File: src/rtl/gg_pkg.sv
// Shared field offsets, table entry layout and lookup state encoding for the cheat engine.
package gg_pkg;

  // Bit positions inside the 129-bit strobed code word from the loader.
  localparam int STROBE      = 128;
  localparam int FLAGS_LSB   = 96;
  localparam int ADDR_LSB    = 64;
  localparam int CMP_LSB     = 32;
  localparam int REP_LSB     = 0;
  localparam int FLAG_CMP_EN = 0;

  // Widest address a code word can carry; narrower ROM addresses are zero-extended.
  localparam int GG_ADDR_MAX = 32;

  typedef struct packed {
    logic                   valid;
    logic                   cmp_en;
    logic [GG_ADDR_MAX-1:0] addr;
    logic [7:0]             cmp;
    logic [7:0]             rep;
  } gg_entry_t;

  typedef enum logic {
    ST_IDLE  = 1'b0,
    ST_ARMED = 1'b1
  } gg_state_t;

endpackage

File: src/rtl/gg_prio_enc.sv
// Lowest-index-wins encoder over a multi-hot request vector, plus an any-hit flag.
module gg_prio_enc #(
  parameter int N = 32
) (
  input  logic [N-1:0]         req,
  output logic [$clog2(N)-1:0] idx,
  output logic                 any
);

  localparam int IW = $clog2(N);

  // Scan from the top so the lowest set bit is the last one written.
  always_comb begin
    idx = '0;
    any = |req;
    for (int i = N - 1; i >= 0; i--) begin
      if (req[i]) idx = IW'(i);
    end
  end

endmodule

File: src/rtl/gg_code_engine.sv
// Game Genie cheat engine: holds a code table and patches HuCard ROM read data.
// Handshake: ROM_RD is a one-cycle request pulse at ROM_A; ROM_RDY_PULSE is a one-cycle
// pulse meaning ROM_DI holds data for the last request; ROM_DO_VALID is a one-cycle pulse
// exactly one cycle after ROM_RDY_PULSE with ROM_DO holding the (possibly patched) byte.
// There is no back-pressure on any of these.
module gg_code_engine
  import gg_pkg::*;
#(
  parameter int MAX_CODES = 32,
  parameter int ADDR_W    = 22
) (
  input  logic                         CLK,
  input  logic                         RESET,
  input  logic                         CODE_CLEAR,
  input  logic [128:0]                 GG_CODE,
  input  logic                         GG_EN,
  input  logic [ADDR_W-1:0]            ROM_A,
  input  logic                         ROM_RD,
  input  logic [7:0]                   ROM_DI,
  input  logic                         ROM_RDY_PULSE,
  output logic [7:0]                   ROM_DO,
  output logic                         ROM_DO_VALID,
  output logic [$clog2(MAX_CODES):0]   CODE_COUNT,
  output logic                         FULL,
  output gg_state_t                    DBG_STATE
);

  localparam int IW = $clog2(MAX_CODES);
  localparam int CW = IW + 1;

  gg_entry_t              table_q [MAX_CODES];
  gg_entry_t              new_entry;
  logic [MAX_CODES-1:0]   hit_vec;
  logic [IW-1:0]          hit_idx;
  logic                   hit_any;
  gg_state_t              state_q, state_d;
  logic                   m_hit, m_cmp_en;
  logic [7:0]             m_cmp, m_rep;
  logic                   patch;
  logic                   unused_bits;

  // Flag bits other than compare-enable and address bits above ADDR_W carry no meaning here.
  assign unused_bits = ^GG_CODE;

  assign FULL      = (CODE_COUNT == CW'(MAX_CODES));
  assign DBG_STATE = state_q;

  // Decode the incoming code word into a table entry.
  always_comb begin
    new_entry        = '0;
    new_entry.valid  = 1'b1;
    new_entry.cmp_en = GG_CODE[FLAGS_LSB + FLAG_CMP_EN];
    new_entry.addr   = GG_ADDR_MAX'(GG_CODE[ADDR_LSB +: ADDR_W]);
    new_entry.cmp    = GG_CODE[CMP_LSB +: 8];
    new_entry.rep    = GG_CODE[REP_LSB +: 8];
  end

  // Table load/clear; clear beats a same-cycle strobe, strobes while full are dropped.
  always_ff @(posedge CLK or posedge RESET) begin
    if (RESET) begin
      for (int i = 0; i < MAX_CODES; i++) table_q[i] <= '0;
      CODE_COUNT <= '0;
    end else if (CODE_CLEAR) begin
      for (int i = 0; i < MAX_CODES; i++) table_q[i].valid <= 1'b0;
      CODE_COUNT <= '0;
    end else if (GG_CODE[STROBE] && !FULL) begin
      table_q[CODE_COUNT[IW-1:0]] <= new_entry;
      CODE_COUNT                  <= CODE_COUNT + CW'(1);
    end
  end

  // Stage 1 compare: every valid entry against the requested address in parallel.
  always_comb begin
    hit_vec = '0;
    for (int i = 0; i < MAX_CODES; i++) begin
      hit_vec[i] = table_q[i].valid && (table_q[i].addr == GG_ADDR_MAX'(ROM_A));
    end
  end

  gg_prio_enc #(.N(MAX_CODES)) u_prio (
    .req (hit_vec),
    .idx (hit_idx),
    .any (hit_any)
  );

  // Lookup state register.
  always_ff @(posedge CLK or posedge RESET) begin
    if (RESET) state_q <= ST_IDLE;
    else       state_q <= state_d;
  end

  // A new request always arms (last request wins); data alone returns to idle.
  always_comb begin
    state_d = state_q;
    if (ROM_RD)             state_d = ST_ARMED;
    else if (ROM_RDY_PULSE) state_d = ST_IDLE;
  end

  // Capture the winning entry's fields so later table changes cannot disturb this request.
  always_ff @(posedge CLK or posedge RESET) begin
    if (RESET) begin
      m_hit    <= 1'b0;
      m_cmp_en <= 1'b0;
      m_cmp    <= '0;
      m_rep    <= '0;
    end else if (ROM_RD) begin
      m_hit    <= hit_any;
      m_cmp_en <= table_q[hit_idx].cmp_en;
      m_cmp    <= table_q[hit_idx].cmp;
      m_rep    <= table_q[hit_idx].rep;
    end
  end

  assign patch = (state_q == ST_ARMED) && GG_EN && m_hit && (!m_cmp_en || (ROM_DI == m_cmp));

  // Stage 2: register returned data, substituting the replacement byte on a qualified hit.
  always_ff @(posedge CLK or posedge RESET) begin
    if (RESET) begin
      ROM_DO       <= '0;
      ROM_DO_VALID <= 1'b0;
    end else begin
      ROM_DO_VALID <= ROM_RDY_PULSE;
      if (ROM_RDY_PULSE) ROM_DO <= patch ? m_rep : ROM_DI;
    end
  end

endmodule

File: config.mk
export PLATFORM = sky130hd
export DESIGN_NAME = gg_code_engine
export DESIGN_NICKNAME = d
export VERILOG_FILES = /design/src/rtl/gg_pkg.sv /design/src/rtl/gg_prio_enc.sv /design/src/rtl/gg_code_engine.sv
export SDC_FILE = /design/constraint.sdc
export NUM_CORES = 2
export LEC_CHECK = 0
export ABC_CLOCK_PERIOD_IN_PS = 52600
export CAP_MARGIN = 20
export CORE_MARGIN = 2
export CORE_UTILIZATION = 55
export CTS_CLUSTER_DIAMETER = 40
export CTS_CLUSTER_SIZE = 10
export DETAILED_ROUTE_END_ITERATION = 6
export GPL_ROUTABILITY_DRIVEN = 0
export PLACE_DENSITY = 0.75
export SYNTH_ARGS = -nofsm -noshare
export SYNTH_HDL_FRONTEND = slang
export SYNTH_SLANG_ARGS = --single-unit
File: constraint.sdc
create_clock -name CLK -period 52.6 [get_ports CLK]
set_input_delay 10.52 -clock CLK [delete_from_list [all_inputs] [get_ports CLK]]
set_output_delay 10.52 -clock CLK [all_outputs]
set_load 0.01 [all_outputs]
==> metrics.md <==
| Metric | Value |
|---|---|
| PD cells | about 34 nW/µm² |
| Slew HR | 0.171 |
| Placed cells | 6223 |
| Register-to-register setup slack | 46.69 ns |
| Worst hold start | table_q[210]$_DFFE_PP0P_ |
| Nets | between 5000 and 6000 |
| Most used cell, CP | buf_4 |
| Status | complete, no violations |
| R2R cell count | 14 |
| CP startpoint kind | input pin |
| P&R area growth vs syn | 12.3% |
| Average size of a mapped cell | roughly 13 µm² |
| Setup violators final | 0 |
| Post-CTS Repair Setup Buffers | 0 |
| First-pass GRT wire length | between 200000 and 300000 µm |
| Prevailing post-synth register cell | dfrtp_1 |
| FP Rows | 124 |
| Worst path slowest cell | a2111oi_0 |
| DR pass1 iterations | 5 |
| Crit end category | register |
| Total GRT Usage | 0.306 |
| Vias/cell | between 6 and 7 |
| Syn Nets | around 5100 |
| Largest delay contributor family on the critical path | buffers and inverters |
| Final Hold Fails | 0 |
| Vias in the first global route | 41800 |
| Cell variety after synth | 65 |
| Max Transition Viols Final | 0 |
| Crit path largest cell delay | between 0.8 and 0.9 ns |
| Share of cells above drive strength 1 | 0.355 |
| Internal Power | 1840 µW |
| CTS tree | yes |
| Worst r2r src | table_q[135]$_DFFE_PP0P_ |
| RR Endpoint | m_rep[7]$_DFFE_PP0P_ |
| Seq/Total Area, Yosys | 0.521 |
| Worst Hold Endpoint | table_q[210]$_DFFE_PP0P_ |
| Sequential power share | 0.445 |
| Hold-critical path depth | 1 |
| CP Buf/Inv Count | 4 |
| Fin crit period | 16.27 ns |
| Unrepaired setup endpoints after global routing | false |
| Grt ovf | 0 |
| Routed WL | 179000 µm |
| Clock root buffer | clkbuf_16 |
| Sw Pwr | around 590 µW |
| Post-Layout Cell Count | 6534 |
| Worst hold slack | around 0.50 ns |
| Die H | roughly 340 µm |
| # DRC | 0 |
| Async set-reset flop share out of synthesis | 1.00 |
| Area leader, netlist | dfrtp_1 |
| Crit-path max FO | between 50 and 60 |
| Initial antenna violation count | 5 |
| Clk_lat worst skew | 0.78 ns |
| Largest cells by area after synthesis | dfrtp_1, mux2_2, xnor2_1 |
| Setup TNS | 0 ns |
| Htree depth | 4 |
| DP HPWL | between 90000 and 100000 µm |
| Post-cts sizing count | 0 |
| Critical Path RT | ~53 ns |
| Worst min path class | register to register |
| Synth warn | 0 |
| Final ANT Viol Nets | 0 |
| Max-cap viol count | 0 |
| Die area | 117000 µm² |
| DR iter-0 viols | between 3000 and 4000 |
| DR vias | 41200 |
| Worst-Margin Slew | approximately 1.2 ns |
| Clk_skew | between 0.03 and 0.04 ns |
| Clk slew on worst S/H paths | 0.06 ns |
| Commonest cells in the netlist | dfrtp_1, mux2_2, xnor2_1, xor2_1, clkbuf_1 |
| Max Clock Freq | between 60 and 70 MHz |
| Tcrit/Tclk final | 0.309 |
| Sw Ratio | 0.243 |
| Synthesized area | 63100 µm² |
| Clock sink count | 1314 |
| Crit path kind | input pin to register |
| Largest net degree at the start of global routing | a little under 100 |
| Total CTS buffers | approximately 180 |
| Clk buf depth | 3 |
| Hold-fix buffers, CTS | 0 |
| Synthesized flop and latch total | 1314 |
| Clock power share | 0.478 |
| Wirelength per Cell | 27.4 µm |
| Starting Density | 0.554 |
| Leakage | approximately 0.035 µW |
| Post-synth EDFFs | 0 |
| Gate Count Post-Synth | just under 5000 |
| Port Buf Inserts | 92 |
| I/O pins | between 150 and 200 |
| Most common cell in the netlist | dfrtp_1 |
| Core region area | between 100000 and 150000 µm² |
| Die X | between 300 and 400 µm |
| Critical path cell sequence | buf_2 > buf_4 > xnor2_1 > nand4_1 > nor4_1 > nand3_1 > nand3b_1 > o2111ai_1 > a221oi_4 > buf_4 > and2_4 > buf_4 > nor3_1 > a2111oi_0 > a311oi_1 > nand2_1 |
| Top-area cell type share of the netlist area | 0.521 |
| VDD IR max | 35.1 µV |
| Final Power | 2430 µW |
| Gate power share | 0.077 |
| Crit path arrival time | roughly 17 ns |
metrics by stage:
| stage | instance area (µm²) | utilization | setup WS [ns] |
|---|---|---|---|
| 6_report | 70900 | 0.622 | 36.33 |
| 5_1_grt | 70900 | 0.622 | 36.21 |
| 3_3_place_gp | 64800 | 0.568 | 35.66 |
| 4_1_cts | 70600 | 0.619 | 36.45 |
| 3_5_place_dp | 64800 | 0.568 | 35.67 |
| 2_1_floorplan | 63100 | - | 5.04 |
layer usage:
metal / global-route usage / vias up / part of all wire
met2: 0.487 / 1571 / 0.47
met1: 0.416 / 21800 / 0.42
met5: 0 / - / 0
met4: 0.119 / 0 / 0.036
met3: 0.0592 / 391 / 0.074
li1: - / 17400 / -
registers in the layout (all words and copies together) (netlist names):
| name | count |
|---|---|
| CODE_COUNT | 6 |
| DBG_STATE | 1 |
| ROM_DO | 8 |
| ROM_DO_VALID | 1 |
| m_cmp | 8 |
| m_cmp_en | 1 |
| m_hit | 1 |
| m_rep | 8 |
| table_q | 1280 |
worst max path at each step:
stage / from / to / slack, ns / cells past startpoint
final: ROM_A[12] / m_rep[7]$_DFFE_PP0P_ / 36.33 / 16
after detailed placement: ROM_A[12] / m_rep[4]$_DFFE_PP0P_ / 35.67 / 16
after global routing: ROM_A[12] / m_rep[7]$_DFFE_PP0P_ / 36.21 / 16
after CTS: ROM_A[12] / m_rep[4]$_DFFE_PP0P_ / 36.45 / 16
after global placement: ROM_A[12] / m_rep[4]$_DFFE_PP0P_ / 35.66 / 16
after floorplan: RESET / CODE_COUNT[0]$_DFFE_PP0P_ / 5.04 / 1
logic make-up after synthesis:
logic type	count (synthesis)	synth area share
compound gates	369	0.0432
xor+xnor	716	0.0993
fa+ha+maj	4	0.000793
buf+inv	504	0.0348
flops	1314	0.521
mux	1373	0.243
simple gates	667	0.0581
area by class of cell:
type                    count  area, µm²
diodes                      1       2.50
clock buffers             228       4940
clock inverters            68        800
fillers                  8583      43100
inverters                  58        225
multi-input cells        3129      28200
flip-flops and latches   1314      32900
well taps                1512       1890
repair buffers            224       1930
placed cells by master, fill, tap and decap left out, types with 18 or more instances in the layout:
master | netlist | final
dfrtp_1 | 1314 | 1314
mux2_2 | 1264 | 1264
xnor2_1 | 404 | 404
xor2_1 | 312 | 312
clkbuf_16 | 0 | 180
nor4_1 | 118 | 118
buf_4 | 29 | 116
mux2i_1 | 107 | 107
nand4_1 | 100 | 100
nor2_1 | 77 | 76
nand3_1 | 77 | 76
nand2_1 | 104 | 71
o21ai_0 | 71 | 71
a211oi_1 | 69 | 68
nor3_1 | 65 | 63
inv_1 | 57 | 56
clkdlybuf4s50_1 | 0 | 47
a21oi_1 | 46 | 46
buf_2 | 92 | 45
and3_1 | 39 | 39
a21boi_0 | 35 | 34
o221ai_1 | 33 | 33
nand2_2 | 0 | 32
clkinv_2 | 0 | 31
clkbuf_8 | 0 | 30
nand2b_1 | 22 | 22
o2111ai_1 | 21 | 20
clkbuf_1 | 309 | 20
o211ai_1 | 18 | 18
power groups by stage:
stage,sequential (µW),combinational (µW),clock (µW)
after detailed placement,1100,183,0
after CTS,1080,184,1170
after global placement,1100,179,0
final,1080,187,1160
after floorplan,1100,129,0
after global routing,1090,202,1220
Note: power is estimated with default switching activity, not from simulation.
